[src/rtl/alu_vector_bist.sv]
// rtl/alu_vector_bist.sv - vector-memory sequencer that drives an alu and checks its result and flags
module alu_vector_bist #(
  parameter int WIDTH       = 4,
  parameter int NUM_VECTORS = 16,
  parameter int AW          = $clog2(NUM_VECTORS),
  parameter int VW          = 3*WIDTH+6
) (
  input  logic             clk,
  input  logic             reset,
  input  logic             vec_we,
  input  logic [AW-1:0]    vec_addr,
  input  logic [VW-1:0]    vec_wdata,
  input  logic [AW:0]      vec_count,
  input  logic             start,
  output logic [WIDTH-1:0] a,
  output logic [WIDTH-1:0] b,
  output logic [1:0]       alu_control,
  input  logic [WIDTH-1:0] result,
  input  logic [3:0]       alu_flags,
  output logic             busy,
  output logic             done,
  output logic             pass,
  output logic [AW:0]      err_count,
  output logic [AW-1:0]    first_fail_idx
);

  typedef enum logic [1:0] {S_IDLE, S_APPLY, S_CHECK, S_DONE} state_t;

  localparam logic [AW:0] NV = (AW+1)'(NUM_VECTORS);

  state_t           state;
  state_t           state_next;
  logic [VW-1:0]    mem [NUM_VECTORS];
  logic [VW-1:0]    vec_word;
  logic [AW-1:0]    idx;
  logic [AW:0]      count;
  logic [AW:0]      count_req;
  logic [WIDTH-1:0] exp_result;
  logic [3:0]       exp_flags;
  logic             mismatch;
  logic             last_vec;

  // Word layout, MSB first: a, b, alu_control, exp_result, exp_flags
  assign vec_word  = mem[idx];
  assign count_req = (vec_count > NV) ? NV : vec_count;
  assign last_vec  = ({1'b0, idx} == (count - 1'b1));
  assign mismatch  = (result != exp_result) || (alu_flags != exp_flags);
  assign busy      = (state == S_APPLY) || (state == S_CHECK);
  assign done      = (state == S_DONE);

  // Vector memory: writes only while not running, out-of-range addresses dropped
  always_ff @(posedge clk) begin
    if (vec_we && !busy && ({1'b0, vec_addr} < NV))
      mem[vec_addr] <= vec_wdata;
  end

  // State register
  always_ff @(posedge clk or posedge reset) begin
    if (reset) state <= S_IDLE;
    else       state <= state_next;
  end

  // Next-state: two cycles per vector, an empty run goes straight to DONE
  always_comb begin
    state_next = state;
    case (state)
      S_IDLE, S_DONE: if (start) state_next = (count_req == '0) ? S_DONE : S_APPLY;
      S_APPLY:        state_next = S_CHECK;
      S_CHECK:        state_next = last_vec ? S_DONE : S_APPLY;
      default:        state_next = S_IDLE;
    endcase
  end

  // Datapath: latch run length, present vectors, accumulate mismatches
  always_ff @(posedge clk or posedge reset) begin
    if (reset) begin
      a              <= '0;
      b              <= '0;
      alu_control    <= '0;
      exp_result     <= '0;
      exp_flags      <= '0;
      idx            <= '0;
      count          <= '0;
      err_count      <= '0;
      first_fail_idx <= '0;
      pass           <= 1'b0;
    end else begin
      case (state)
        S_IDLE, S_DONE: begin
          if (start) begin
            count          <= count_req;
            idx            <= '0;
            err_count      <= '0;
            first_fail_idx <= '0;
            pass           <= (count_req == '0);
          end
        end
        S_APPLY: begin
          a           <= vec_word[3*WIDTH+5 -: WIDTH];
          b           <= vec_word[2*WIDTH+5 -: WIDTH];
          alu_control <= vec_word[WIDTH+5 -: 2];
          exp_result  <= vec_word[WIDTH+3 -: WIDTH];
          exp_flags   <= vec_word[3:0];
        end
        S_CHECK: begin
          if (mismatch) begin
            if (err_count != NV) err_count <= err_count + 1'b1;
            if (err_count == '0) first_fail_idx <= idx;
          end
          if (last_vec) pass <= !mismatch && (err_count == '0);
          else          idx  <= idx + 1'b1;
        end
        default: ;
      endcase
    end
  end

endmodule

[config.mk]
export PLATFORM = sky130hd
export DESIGN_NAME = alu_vector_bist
export DESIGN_NICKNAME = d
export VERILOG_FILES = /design/src/rtl/alu_vector_bist.sv
export SDC_FILE = /design/constraint.sdc
export NUM_CORES = 1
export LEC_CHECK = 0
export ABC_CLOCK_PERIOD_IN_PS = 5650
export CAP_MARGIN = 10
export CORE_MARGIN = 1
export CORE_UTILIZATION = 35
export CTS_BUF_LIST = sky130_fd_sc_hd__clkbuf_4 sky130_fd_sc_hd__clkbuf_8 sky130_fd_sc_hd__clkbuf_16
export DETAILED_ROUTE_END_ITERATION = 10
export GPL_ROUTABILITY_DRIVEN = 0
export GPL_TIMING_DRIVEN = 0
export PLACE_DENSITY = 0.51
export SLEW_MARGIN = 20
export SYNTH_ARGS = -nofsm -noshare
export SYNTH_HDL_FRONTEND = slang
export SYNTH_SLANG_ARGS = --single-unit
[constraint.sdc]
create_clock -name clk -period 5.65 [get_ports clk]
set_input_delay 0.565 -clock clk [delete_from_list [all_inputs] [get_ports clk]]
set_output_delay 0.565 -clock clk [all_outputs]
set_load 0.02 [all_outputs]
## Word-level counts from Yosys, hierarchy flattened

Memory sizes are Yosys's and may differ from the RTL's. A register that Yosys moved wholly into a read port is not among the register bits.
Cells that the tools add are included.

| storage, ports and cells | value |
|---|---|
| register bits after elaboration | 21 |
| RAM bits | 288 |
| input bits | 39 |
| output and inout port bits | 22 |
| word-level logic and storage cells | 60 |
| memories | 1 |

Memories:

| memory | depth | bits a word | rd ports | clocked after memory_dff | write ports | RTL line | text |
|---|---|---|---|---|---|---|---|
| mem | 16 | 18 | 1 | 1 | 1 | 33 | `logic [VW-1:0] mem [NUM_VECTORS];` |

| cells by class | value |
|---|---|
| add/sub/neg operators | 3 |
| $lt $le $gt $ge | 1 |
| equality and inequality tests | 13 |
| multiplexer cells | 20 |
| reductions and logical operators | 16 |

Operators with widths:

| cell | count |
|---|---|
| 2-to-1 mux 5 bit | 4 |
| 2-to-1 mux 4 bit | 4 |
| one-hot mux 4 bit (2 select lines) | 2 |
| zero test 5 bit | 2 |
| one-hot mux 5 bit (2 select lines) | 1 |
| != test 2 bit, second input constant | 4 |
| != test 4 bit | 2 |
| AND reduction 4 bit | 2 |
| 2-to-1 mux 2 bit | 3 |
| one-hot mux 2 bit (3 select lines) | 1 |
| AND reduction 3 bit | 2 |
| adder 5 x 1 -> 5 bit, second input constant | 1 |
| equality test 4 x 5 -> 1 bit | 1 |
| > comparator 5 bit, second input constant | 1 |
| != test 5 bit, second input constant | 1 |
| subtractor 5 x 1 -> 5 bit, second input constant | 1 |
| adder 4 x 1 -> 4 bit, second input constant | 1 |
| equality test 2 bit, second input constant | 2 |
| 2-to-1 mux 1 bit | 4 |
| != test 2 x 1 -> 1 bit, second input constant | 2 |
| equality test 2 x 1 -> 1 bit, second input constant | 1 |
| logical AND 1 bit | 2 |
| zero test 1 bit | 2 |
| zero test 2 bit | 1 |
| 5 further kinds | 6 |

## Logic depth before layout (Yosys ltp)

| logic depth | value |
|---|---|
| depth in word-level cells | 6 |
| depth in mapped cells | 8 |
| depth with buffers taken out | 7 |

## Least setup slack after synthesis

Ideal clock, no wire load.

| timing | value |
|---|---|
| path kind | register to register |
| from | reg state[0] |
| to | mem mem[0][0] (netlist name), enable pin |
| setup time | 0.416 ns |
| data arrival time | 2.734 ns |
| required time | 5.234 ns |
| path slack | 2.500 ns |
| stages on the path, launching flop included | 7 |
| path buffers | 1 |
| period minus slack after synthesis | 3.150 ns |
| cells stage by stage | dfrtp_1 -> inv_1 -> ha_1 -> clkbuf_1 -> nand2_1 -> or3_1 -> nor3_1 |

| between the ends | value |
|---|---|
| longest elaborated chain between the ends | 6 |
| elaborated cells on any way between the ends | 7 |
| those cells by class | 2 x eq/ne; 2 x mux; 3 x reduce/logical |

RTL lines:

| what | RTL line | text |
|---|---|---|
| from (decl) | 31 | `state_t state;` |
| from (signal assigned) | 60 | `else state <= state_next;` |
| equality test 2 x 1 -> 1 bit / equality test 2 bit (equally long branches) | 48 | `assign busy = (state == S_APPLY) \|\| (state == S_CHECK);` |
| logical OR 1 bit * | 48 |  |
| zero test 1 bit * | 53 | `if (vec_we && !busy && ({1'b0, vec_addr} < NV))` |
| logical AND 1 bit * | 53 |  |
| 2-to-1 mux 1 bit * | 53 |  |
| 2-to-1 mux 1 bit (implied by the code) * | 54 | `mem[vec_addr] <= vec_wdata;` |
| to (decl) | 33 |  |

Every way passes the cells marked *; elsewhere a longest branch is shown, timed or not.

## Final worst setup path

| timing | value |
|---|---|
| from | reg state[0] |
| to | mem mem[0][10] (netlist name), enable pin |

The elaborated chain is that of the path after synthesis.

==> results.ini <==
[outcome]
outcome=finished, final reports clean

[sta]
fin_ws_ns=2.25
worst_pin_slew_ns=1.00
finalCriticalPeriod_ns=3.40
hold_viol=0
setup_viol=0
rsz0062_at_grt=no
report.final.slew_viol_count=0
tns_ns=0
finalCritPeriodShare=0.601
fmax_ghz=0.294
slew_headroom=0.332
finClkSkew_ns=0.0281

[synthesis]
async_flop_share=0.119
yosysSeqAreaShare=0.742
ys_ff_latch=327
synth_largest_area_cell=edfxtp_1
synth_area_leaders=edfxtp_1 (67%), mux4_2 (16%), dfrtp_1 (7.5%), mux2_2 (1.7%), xnor2_1 (0.88%)
yosys.area.top_type_share=0.667
synth-edff-count=288
synth_cell_types=47
yosysMostFrequentCell=edfxtp_1
synthTopCellsByCount=edfxtp_1 (288), mux4_2 (90), dfrtp_1 (39), nor2_1 (26), nand2_1 (21)
synth_nets=668
avgSynthCellArea_um2=20.9
synth_cells=621
synthFlopType=edfxtp_1
synth_warnings=0
syn-cell-area_um2=13000

[clock_tree]
numClockSinks=327
cts_buffer_depth=3
htreeDepth=2
cts-hold-fix-buffers=0
cts_made_buffers=37
cts-root-buf=clkbuf_16
cts_resized=0
cts_setup_buffers=0
cts_tree=built
clk_pin_slew_ns=0.06
clock_latency_ns=0.54

[floorplanning]
pin_count=61
rows=70
die_h_um=195
die_w_um=195
initial_core_util=0.355
core_um2=36500
die-area_um2=37800

[finish]
diodes=0
syn2layout_area_growth_pct=22.3
nets=783
post-route-cell-area_um2=15900
multiInputGateArea_um2=3260
final_util=0.434
seq_area_um2=9620
drive_gt1_frac=0.287
nFillCells=3113

[placed_design]
place_ws_ns=2.25
numPortBuffers=60
dpl_cell_area_um2=14500
hpwl_um=19400

[critical_path]
rr_endpoint=mem[0][10]
cp-startpoint=state[0]
cp.arrival_ns=3.62
reg2reg_slack_ns=2.25
critPathLaunchType=register
timing.rr.start=state[0]
path_class=register to register
critPathMaxFanout=10
worstPathRequired_ns=5.87
rr_worst_depth=8
end_kind=register

[power_and_ir_drop]
p_leak_uw=0.00513
peakVddDrop_mv=0.244
p_int_uw=4410
swShare=0.203
power.total_uw=5530
power.switching_uw=1130
combPwrFrac=0.047
power_frac_seq=0.489
clkPwrFrac=0.465
p_per_area_nw_per_um2=349

[global_routing]
track_usage=0.164
grt_max_degree=25
antenna_found_initial=1
grt_pass1_wl_um=45000
grt_pass1_vias=7089
grt-ovfl-total=0

[routing]
drtIter0Drc=393
ant_nets=0
drt_first_pass_iters=5
vias=6458
drc=0
via_per_inst=5.25
drt_wl_total_um=30100
wire_per_inst_um=24.4

[run]
maxCapViolCount=0

[min_path]
hp-class=input port to async pin

[cell usage in the layout, fill, tap and decap left out, types with 3 or more instances in the layout]
cell,instances
mux2_2,20
nand2_1,21
mux4_2,90
o21ai_0,6
dfrtp_1,39
clkbuf_16,38
clkbuf_1,19
bufinv_16,7
a22o_1,4
nand3_1,7
clkinv_2,4
clkinv_1,5
ha_1,8
inv_1,8
nor2_4,12
clkbuf_4,7
nand4_1,3
edfxtp_1,288
nor3_2,4
buf_4,8
buf_2,7
buf_16,7
nor2_1,14
nand2b_1,7
o21bai_1,3
buf_8,3
nor3_1,3
o21ai_1,5
clkdlybuf4s50_1,60
xnor2_1,13
[power by group through the flow]
| stage | logic, uW | clock network, uW | registers [uW] |
|---|---|---|---|
| after CTS | 260 | 2620 | 2700 |
| final | 259 | 2570 | 2700 |
| after detailed placement | 260 | 0 | 2750 |
| after global routing | 280 | 2710 | 2710 |
| after floorplan | 77.5 | 0 | 2780 |
| after global placement | 245 | 0 | 2740 |
[how the worst max path moves through the flow]
stage	slack, ns	cells after the start	to
CTS	2.24	8	mem[0][12]
floorplan	2.50	6	mem[0][0]
global route	2.10	8	mem[0][11]
detailed placement	2.25	8	mem[0][12]
global placement	0.56	7	mem[4][11]
finish	2.25	8	mem[0][10]
[sequential cells by signal (all words and copies together) (netlist names)]
name            flops
a                   4
alu_control         2
b                   4
count               5
err_count           5
exp_flags           4
exp_result          4
first_fail_idx      4
idx                 4
mem               288
pass                1
state               2
[kinds of logic after synthesis]
group | synth area share
flip-flops | 0.742
XOR/XNOR | 0.00878
buffers and inverters | 0.0160
multiplexers | 0.175
adder cells (fa/ha/maj) | 0.00772
AO/OA/AOI/OAI | 0.0200
AND/OR/NAND/NOR | 0.0306
[through the flow]
stage | cells | hold WS [ns]
detailed placement | 1165 | 0.515
floorplan | 621 | 0.473
CTS | 1231 | 0.398
finish | 1231 | 0.396
global route | 1231 | 0.436
global placement | 1149 | 0.504
[per-layer routing]
layer | routed length (um) | vias to the layer above | GRT usage
met1 | 13600 | 3419 | 0.229
met2 | 14300 | 193 | 0.263
met3 | 1580 | 54 | 0.0318
li1 | - | 2790 | -
met5 | 13 | - | 0
met4 | 588 | 2 | 0.0429
[layout make-up]
cell class              count  share of cell area
flip-flops and latches    327               0.607
multi-input cells         252               0.205
clock buffers              47              0.0650
repair buffers             76              0.0545
well taps                 468              0.0369
clock inverters            19              0.0185
plain buffers              32              0.0108
inverters                  10             0.00237
[worst max-delay path: stages (launching register included)]
cell	delay, ns
dfrtp_1	0.42
inv_1	0.08
ha_1	0.32
clkbuf_1	0.55
nand2_1	0.13
or3_1	0.50
nor3_2	0.63
buf_6	0.24
buf_4	0.20
(Power assumes the default switching activity.)
